`src/rtl/wb_stage.sv`:
```
// Writeback stage: picks memory or ALU data, commits it to the integer/vector
// register files, issues the registered jump redirect and halts on an end
// instruction. Optional macro WB_BYPASS_EN enables write-first read bypass.
module wb_stage #(
    parameter int REGI_BITS = 4,
    parameter int VECT_BITS = 2,
    parameter int REGI_SIZE = 16,
    parameter int VECT_SIZE = 8,
    parameter int ELEM_SIZE = 8,
    parameter int CNT_BITS  = 16,
    localparam int W        = ELEM_SIZE * VECT_SIZE
) (
    input  logic                 clk_i,
    input  logic                 rst_i,
    input  logic                 enableReg_i,
    input  logic                 enableJump_i,
    input  logic                 flagMemRead_i,
    input  logic                 flagEnd_i,
    input  logic                 flagNop_i,
    input  logic                 writeResultInt_i,
    input  logic                 writeResultV_i,
    input  logic [9:0]           jumpAddress_i,
    input  logic [REGI_BITS-1:0] intRegDest_i,
    input  logic [VECT_BITS-1:0] vecRegDest_i,
    input  logic [W-1:0]         mem_rd_i,
    input  logic [W-1:0]         alu_res_i,
    input  logic [REGI_BITS-1:0] int_ra1_i,
    input  logic [REGI_BITS-1:0] int_ra2_i,
    input  logic [VECT_BITS-1:0] vec_ra1_i,
    input  logic [VECT_BITS-1:0] vec_ra2_i,
    output logic [REGI_SIZE-1:0] int_rd1_o,
    output logic [REGI_SIZE-1:0] int_rd2_o,
    output logic [W-1:0]         vec_rd1_o,
    output logic [W-1:0]         vec_rd2_o,
    output logic                 pc_load_o,
    output logic [9:0]           pc_target_o,
    output logic                 halted_o,
    output logic [CNT_BITS-1:0]  retired_cnt_o
);

    localparam int NI = 1 << REGI_BITS;
    localparam int NV = 1 << VECT_BITS;

    typedef enum logic {RUN = 1'b0, HALT = 1'b1} state_t;

    state_t state, state_nxt;

    logic                 valid;
    logic                 int_we;
    logic                 vec_we;
    logic                 jump_go;
    logic [W-1:0]         wb_data;
    logic [REGI_SIZE-1:0] int_rf [NI];
    logic [W-1:0]         vec_rf [NV];

    assign valid   = !flagNop_i && (state == RUN);
    assign wb_data = flagMemRead_i ? mem_rd_i : alu_res_i;
    assign int_we  = valid && enableReg_i && writeResultInt_i;
    assign vec_we  = valid && enableReg_i && writeResultV_i;
    // End takes priority over a jump carried by the same instruction.
    assign jump_go = valid && enableJump_i && !flagEnd_i;

    always_ff @(posedge clk_i or posedge rst_i) begin
        if (rst_i) state <= RUN;
        else       state <= state_nxt;
    end

    always_comb begin
        state_nxt = state;
        case (state)
            RUN:     if (valid && flagEnd_i) state_nxt = HALT;
            HALT:    state_nxt = HALT;
            default: state_nxt = RUN;
        endcase
    end

    assign halted_o = (state == HALT);

    // Entry 0 is reset and never written, so it stays zero.
    always_ff @(posedge clk_i or posedge rst_i) begin
        if (rst_i) begin
            for (int i = 0; i < NI; i++) int_rf[i] <= '0;
        end else if (int_we && (intRegDest_i != '0)) begin
            int_rf[intRegDest_i] <= wb_data[REGI_SIZE-1:0];
        end
    end

    always_ff @(posedge clk_i or posedge rst_i) begin
        if (rst_i) begin
            for (int i = 0; i < NV; i++) vec_rf[i] <= '0;
        end else if (vec_we) begin
            vec_rf[vecRegDest_i] <= wb_data;
        end
    end

    always_ff @(posedge clk_i or posedge rst_i) begin
        if (rst_i) begin
            pc_load_o   <= 1'b0;
            pc_target_o <= '0;
        end else begin
            pc_load_o <= jump_go;
            if (jump_go) pc_target_o <= jumpAddress_i;
        end
    end

    always_ff @(posedge clk_i or posedge rst_i) begin
        if (rst_i)
            retired_cnt_o <= '0;
        else if (valid && (retired_cnt_o != {CNT_BITS{1'b1}}))
            retired_cnt_o <= retired_cnt_o + 1'b1;
    end

    always_comb begin
        int_rd1_o = (int_ra1_i == '0) ? '0 : int_rf[int_ra1_i];
        int_rd2_o = (int_ra2_i == '0) ? '0 : int_rf[int_ra2_i];
        vec_rd1_o = vec_rf[vec_ra1_i];
        vec_rd2_o = vec_rf[vec_ra2_i];
`ifdef WB_BYPASS_EN
        if (int_we && (int_ra1_i == intRegDest_i) && (int_ra1_i != '0))
            int_rd1_o = wb_data[REGI_SIZE-1:0];
        if (int_we && (int_ra2_i == intRegDest_i) && (int_ra2_i != '0))
            int_rd2_o = wb_data[REGI_SIZE-1:0];
        if (vec_we && (vec_ra1_i == vecRegDest_i)) vec_rd1_o = wb_data;
        if (vec_we && (vec_ra2_i == vecRegDest_i)) vec_rd2_o = wb_data;
`endif
    end

endmodule

```
`config.mk`:
```
export PLATFORM = sky130hd
export DESIGN_NAME = wb_stage
export DESIGN_NICKNAME = d
export VERILOG_FILES = /design/src/rtl/wb_stage.sv
export SDC_FILE = /design/constraint.sdc
export NUM_CORES = 1
export LEC_CHECK = 0
export BUFFER_PORTS_ARGS = -buffer_cell sky130_fd_sc_hd__buf_2
export CAP_MARGIN = 20
export CORE_UTILIZATION = 42
export CTS_CLUSTER_DIAMETER = 30
export DETAILED_ROUTE_END_ITERATION = 16
export RECOVER_POWER = 100
export SYNTH_ARGS = -nofsm -noshare
export SYNTH_HDL_FRONTEND = slang
export SYNTH_SLANG_ARGS = --single-unit
```
`constraint.sdc`:
```
create_clock -name clk_i -period 13.7 [get_ports clk_i]
set_input_delay 0 -clock clk_i [delete_from_list [all_inputs] [get_ports clk_i]]
set_output_delay 0 -clock clk_i [all_outputs]
set_load 0.02 [all_outputs]
```
## After elaboration in Yosys (flattened, before gate mapping)

Cells that the tools add are included.

- Multiplexer cells: 23
- Bitwise gates (word level): 7
- Equal/unequal tests: 1
- Add/subtract/negate cells: 1
- $lt $le $gt $ge: 8
- Reductions and logical operators: 16

Operator list:

| kind | number |
|---|---|
| bitwise mux 256 bit | 2 |
| two-way mux 64 bit | 6 |
| binary-select mux 64 bit (select 2 bit) | 2 |
| binary-select mux 16 bit (select 4 bit) | 2 |
| demux 64 bit (select 2 bit) | 1 |
| two-way mux 16 bit | 7 |
| demux 16 bit (select 4 bit) | 1 |
| adder 16 x 1 -> 16 bit (second input constant) | 1 |
| inequality test 16 bit (second input constant) | 1 |
| greater-or-equal comparator 5 bit (second input constant) | 3 |
| inverter 4 -> 5 bit | 3 |
| logical AND 1 bit | 11 |
| greater-or-equal comparator 3 bit (second input constant) | 3 |
| inverter 2 -> 3 bit | 3 |
| logical NOT 4 bit | 2 |
| < comparator 5 x 1 -> 1 bit (second input constant) | 1 |
| nonzero test 4 bit | 1 |
| < comparator 3 x 1 -> 1 bit (second input constant) | 1 |
| logical NOT 1 bit | 2 |
| case mux 1 bit (2 select lines) | 1 |
| two-way mux 1 bit | 1 |
| inverter 1 bit | 1 |

- Output and inout bits: 188
- Logic and storage cells: 80
- Flip-flop bits (word level): 540

## Logic depth before layout (Yosys ltp)

- Word-level depth: 6
- Mapped depth: 8
- Depth with buffers taken out: 5

## Worst setup path after synthesis

No wires, ideal clock.

- Kind: register -> register
- From: register state, in the netlist halted_o
- To: register int_rf[181] in the netlist's numbering
- Cell stages (with the launch flop): 8
- Path slack: 11.684 ns
- Required time: 13.575 ns
- Arrival time: 1.892 ns
- Buffers on the path: 3
- Period minus slack after synthesis: 2.016 ns
- Setup time: 0.125 ns
- Path through: dfrtp_1 nand4bb_1 buf_4 or3_4 nor2b_1 buf_4 buf_6 mux2_2

- Longest elaborated chain between the ends: 5

RTL lines:

| item | RTL line | RTL |
|---|---|---|
| start, declared | 46 | `state_t state, state_nxt;` |
| start signal, assigned | 65 | `else state <= state_nxt;` |
| inverter 1 bit | - |  |
| logical AND 1 bit | 56 | `assign valid = !flagNop_i && (state == RUN);` |
| logical AND 1 bit (2 in a row) | 58 | `assign int_we = valid && enableReg_i && writeResultInt_i;` |
| logical AND 1 bit | 83 | `end else if (int_we && (intRegDest_i != '0)) begin` |
| end signal, assigned by index | 84 | `int_rf[intRegDest_i] <= wb_data[REGI_SIZE-1:0];` |
| end, declared | 53 | `logic [REGI_SIZE-1:0] int_rf [NI];` |

Every way passes these cells.
A chain may end at the register's enable or synchronous reset.

==> results.toml <==
[timing]
finalClockSkew_ns = 0.0244
max_freq_ghz = 0.146
slew_violations = 1051
finalSetupViolCount = 0
hold_viol = 0
min_period_over_period = 0.501
tightest_slew_ns = 4.39
fin_crit_ns = 6.86
relSlewSlack = -1.93
rsz0062_at_grt = "no"
fin_tns_setup_ns = 0

[clock_tree]
cts_buffers = 132
cts_setup_buffers = 0
clockBufferDepth = 3
clkLatencyLatePin_ns = 0.68
htree_levels = 4
cts_tree = "yes"
clockRootBuffer = "clkbuf_16"
cts_sinks = 540
cts_resized = 0
ctsHoldBuffers = 162
clk_pin_slew_ns = 0.04

[placed_design]
dpl.hpwl_um = 53500
port_buffers = 352
gp_congestion = 0.839

[min_path]
hp-class = "input pin to flop"

[route]
first_pass_iters = 5
drc_errors = 0
drtAntennaViolNets = 0
routed_wirelength_um = 84900
via_per_inst = 5.75
wire_per_inst_um = 23.5
drt_iter0_markers = 1588
via_count = 20783

[yosys]
synth.area.top_cells = "dfrtp_1 (48%), mux4_2 (16%), mux2_2 (9.7%), mux2i_1 (6.0%), a21oi_1 (3.5%)"
synth_nets = 2325
synth_area_leader_cell = "dfrtp_1"
yosysWarnings = 0
ys_ff_latch = 540
syn_inst = 2159
synthSimpleGateAreaFrac = 0.0628
synth-seq-area-share = 0.482
ys_types = 55
synth_area_per_cell_um2 = 13.0
synth_compound_area_frac = 0.0796
synthAdderAreaFrac = 0.000447
synth_top_family_by_area = "multiplexers"
synth_mux_area_frac = 0.333
synth.cell_area_um2 = 28000
synthXorXnorAreaFrac = 0.00469
synth.top_cell.area_share = 0.482

[power]
power_density_nw_per_um2 = 153
seqPwrFrac = 0.315
swShare = 0.244
finalPower_mw = 5.50
power.leakage_nw = 16.6
netSwitchingPower_mw = 1.34
clkPwrFrac = 0.584
p_int_mw = 4.16
ir_drop_mv = 0.119
p_comb_frac = 0.101

[setup_path]
cp_max_fo = 175
crit_required_ns = 13.58
path_class = "input pin to asynchronous set/reset pin"
startpoint_type = "input pin"
arrival_ns = 6.74
cp-end-kind = "asynchronous set/reset pin"

[cells_and_area]
drive_gt1_frac = 0.311
layout-area-overhead-vs-synth_pct = 28.4
fin_nets = 2806

[die]
start_util = 0.425
core_um2 = 65900
die_area_um2 = 67700
die_h_um = 260
num_rows = 94
die_w_um = 260
ios = 353

[grt]
grt_start_max_net_pins = 176
antenna_found_initial = 3
grt_first_pass_wirelength_um = 130000
grtUsageTotal = 0.254
grt_pass1_vias = 21723
grt_overflow = 0

[status]
violations = "max-capacitance violations, max-slew violations"
outcome = "complete, but fails checks"

[job]
max_cap_violations = 23
[sequential cells by signal (all words and copies together), names as in the netlist]
signal,count
pc_target_o,10
halted_o,1
pc_load_o,1
vec_rf,256
int_rf,256
retired_cnt_o,16
[power by group through the flow]
stage	Sequential, mW	Clock (mW)	Combinational [mW]
after floorplan	1.75	0	0.342
after global placement	1.74	0	0.512
after detailed placement	1.75	0	0.522
after CTS	1.73	3.26	0.570
after global routing	1.74	3.36	0.601
final	1.73	3.21	0.556
[worst paths after layout]
path	startpoint	to	slack [ns]	cells past startpoint
setup / recovery	rst_i	vec_rf[8]	6.84	6
hold / removal	mem_rd_i[3]	int_rf[3]	0.03	3
setup reg to reg	halted_o	vec_rf[160]	7.11	5
hold reg to reg	int_rf[248]	int_rf[248]	0.39	0
max in group clk_i	int_ra2_i[0]	int_rd2_o[0]	6.92	8
min in group asynchronous	rst_i	pc_target_o[9]	1.16	4
[critical path: stages]
cell and delay, ns:
dlygate4sd3_1 0.53, clkbuf_1 0.12, clkinvlp_4 0.06, clkbuf_1 2.32
buf_12 0.66, clkbuf_1 2.76
[layer usage]
metal | up-vias | global-route usage | routed length [um]
met5 | - | 0 | 13
met4 | 2 | 0.107 | 2480
met3 | 156 | 0.0677 | 6270
met2 | 798 | 0.402 | 40800
met1 | 10714 | 0.330 | 35300
li1 | 9113 | - | -
[layout make-up]
cell class / count / area (um^2)
diodes: 3 / 7.51
well taps: 864 / 1080
fillers: 5561 / 29900
clock inverters: 64 / 838
repair buffers: 545 / 3340
inverters: 11 / 45.0
clock buffers: 179 / 3830
multi-input cells: 1410 / 13300
flip-flops and latches: 540 / 13500
[logic make-up after synthesis]
family,after synthesis
multiplexers,639
AND/OR/NAND/NOR,381
flip-flops,540
adder cells (fa/ha/maj),1
XOR/XNOR,15
AO/OA/AOI/OAI,374
buffers and inverters,209
[stage by stage]
stage | instance area [um^2] | instances | util | hold slack [ns] | worst slack [ns]
2_1_floorplan | 28000 | 2159 | - | 0.121 | 6.36
3_3_place_gp | 30200 | 3207 | 0.458 | 0.222 | 10.78
3_5_place_dp | 30200 | 3207 | 0.458 | 0.228 | 10.75
4_1_cts | 36400 | 3612 | 0.553 | 0.00868 | 10.75
5_1_grt | 36000 | 3615 | 0.546 | 0.0486 | 5.35
6_report | 36000 | 3616 | 0.546 | 0.0313 | 6.84
[layout by cell type (no fill, tap or decap), types with 8 or more instances in the layout]
cell type and n:
dfrtp_1 540, mux2_2 242, clkbuf_1 223, mux4_2 205, nor2_1 201, a21oi_1 195, mux2i_1 167, buf_2 166
dlygate4sd3_1 162, clkbuf_16 138, nand2_1 102, o21ai_0 63, a221oi_1 30, mux2_1 25, clkbuf_8 22, clkinv_2 21
a21o_1 20, and3_1 20, a22oi_1 19, a221o_1 19, bufinv_16 16, clkinvlp_4 15, nor2b_1 11, a211oi_1 11
a31oi_1 11, buf_4 11, nor4_1 10, xor2_1 10, inv_1 9, nand3_1 8
[synthesized netlist by cell type, drive strengths merged]
cell type,number
a211oi,11
a21o,20
a21oi,195
a221o,19
a221oi,30
a22oi,19
a31o,1
a31oi,11
and2,4
and3,20
and4,1
buf,132
clkbuf,66
dfrtp,540
ha,1
inv,11
mux2,267
mux2i,167
mux4,205
nand2,102
nand3,8
nand4,4
nand4b,1
nand4bb,1
nor2,201
nor2b,12
nor3,7
nor3b,2
nor4,12
nor4b,2
o211ai,1
o21ai,65
o21bai,1
o221ai,1
or2,1
or3,2
or4,1
xnor2,5
xor2,10
No activity file was read; power rests on OpenSTA's default activity.
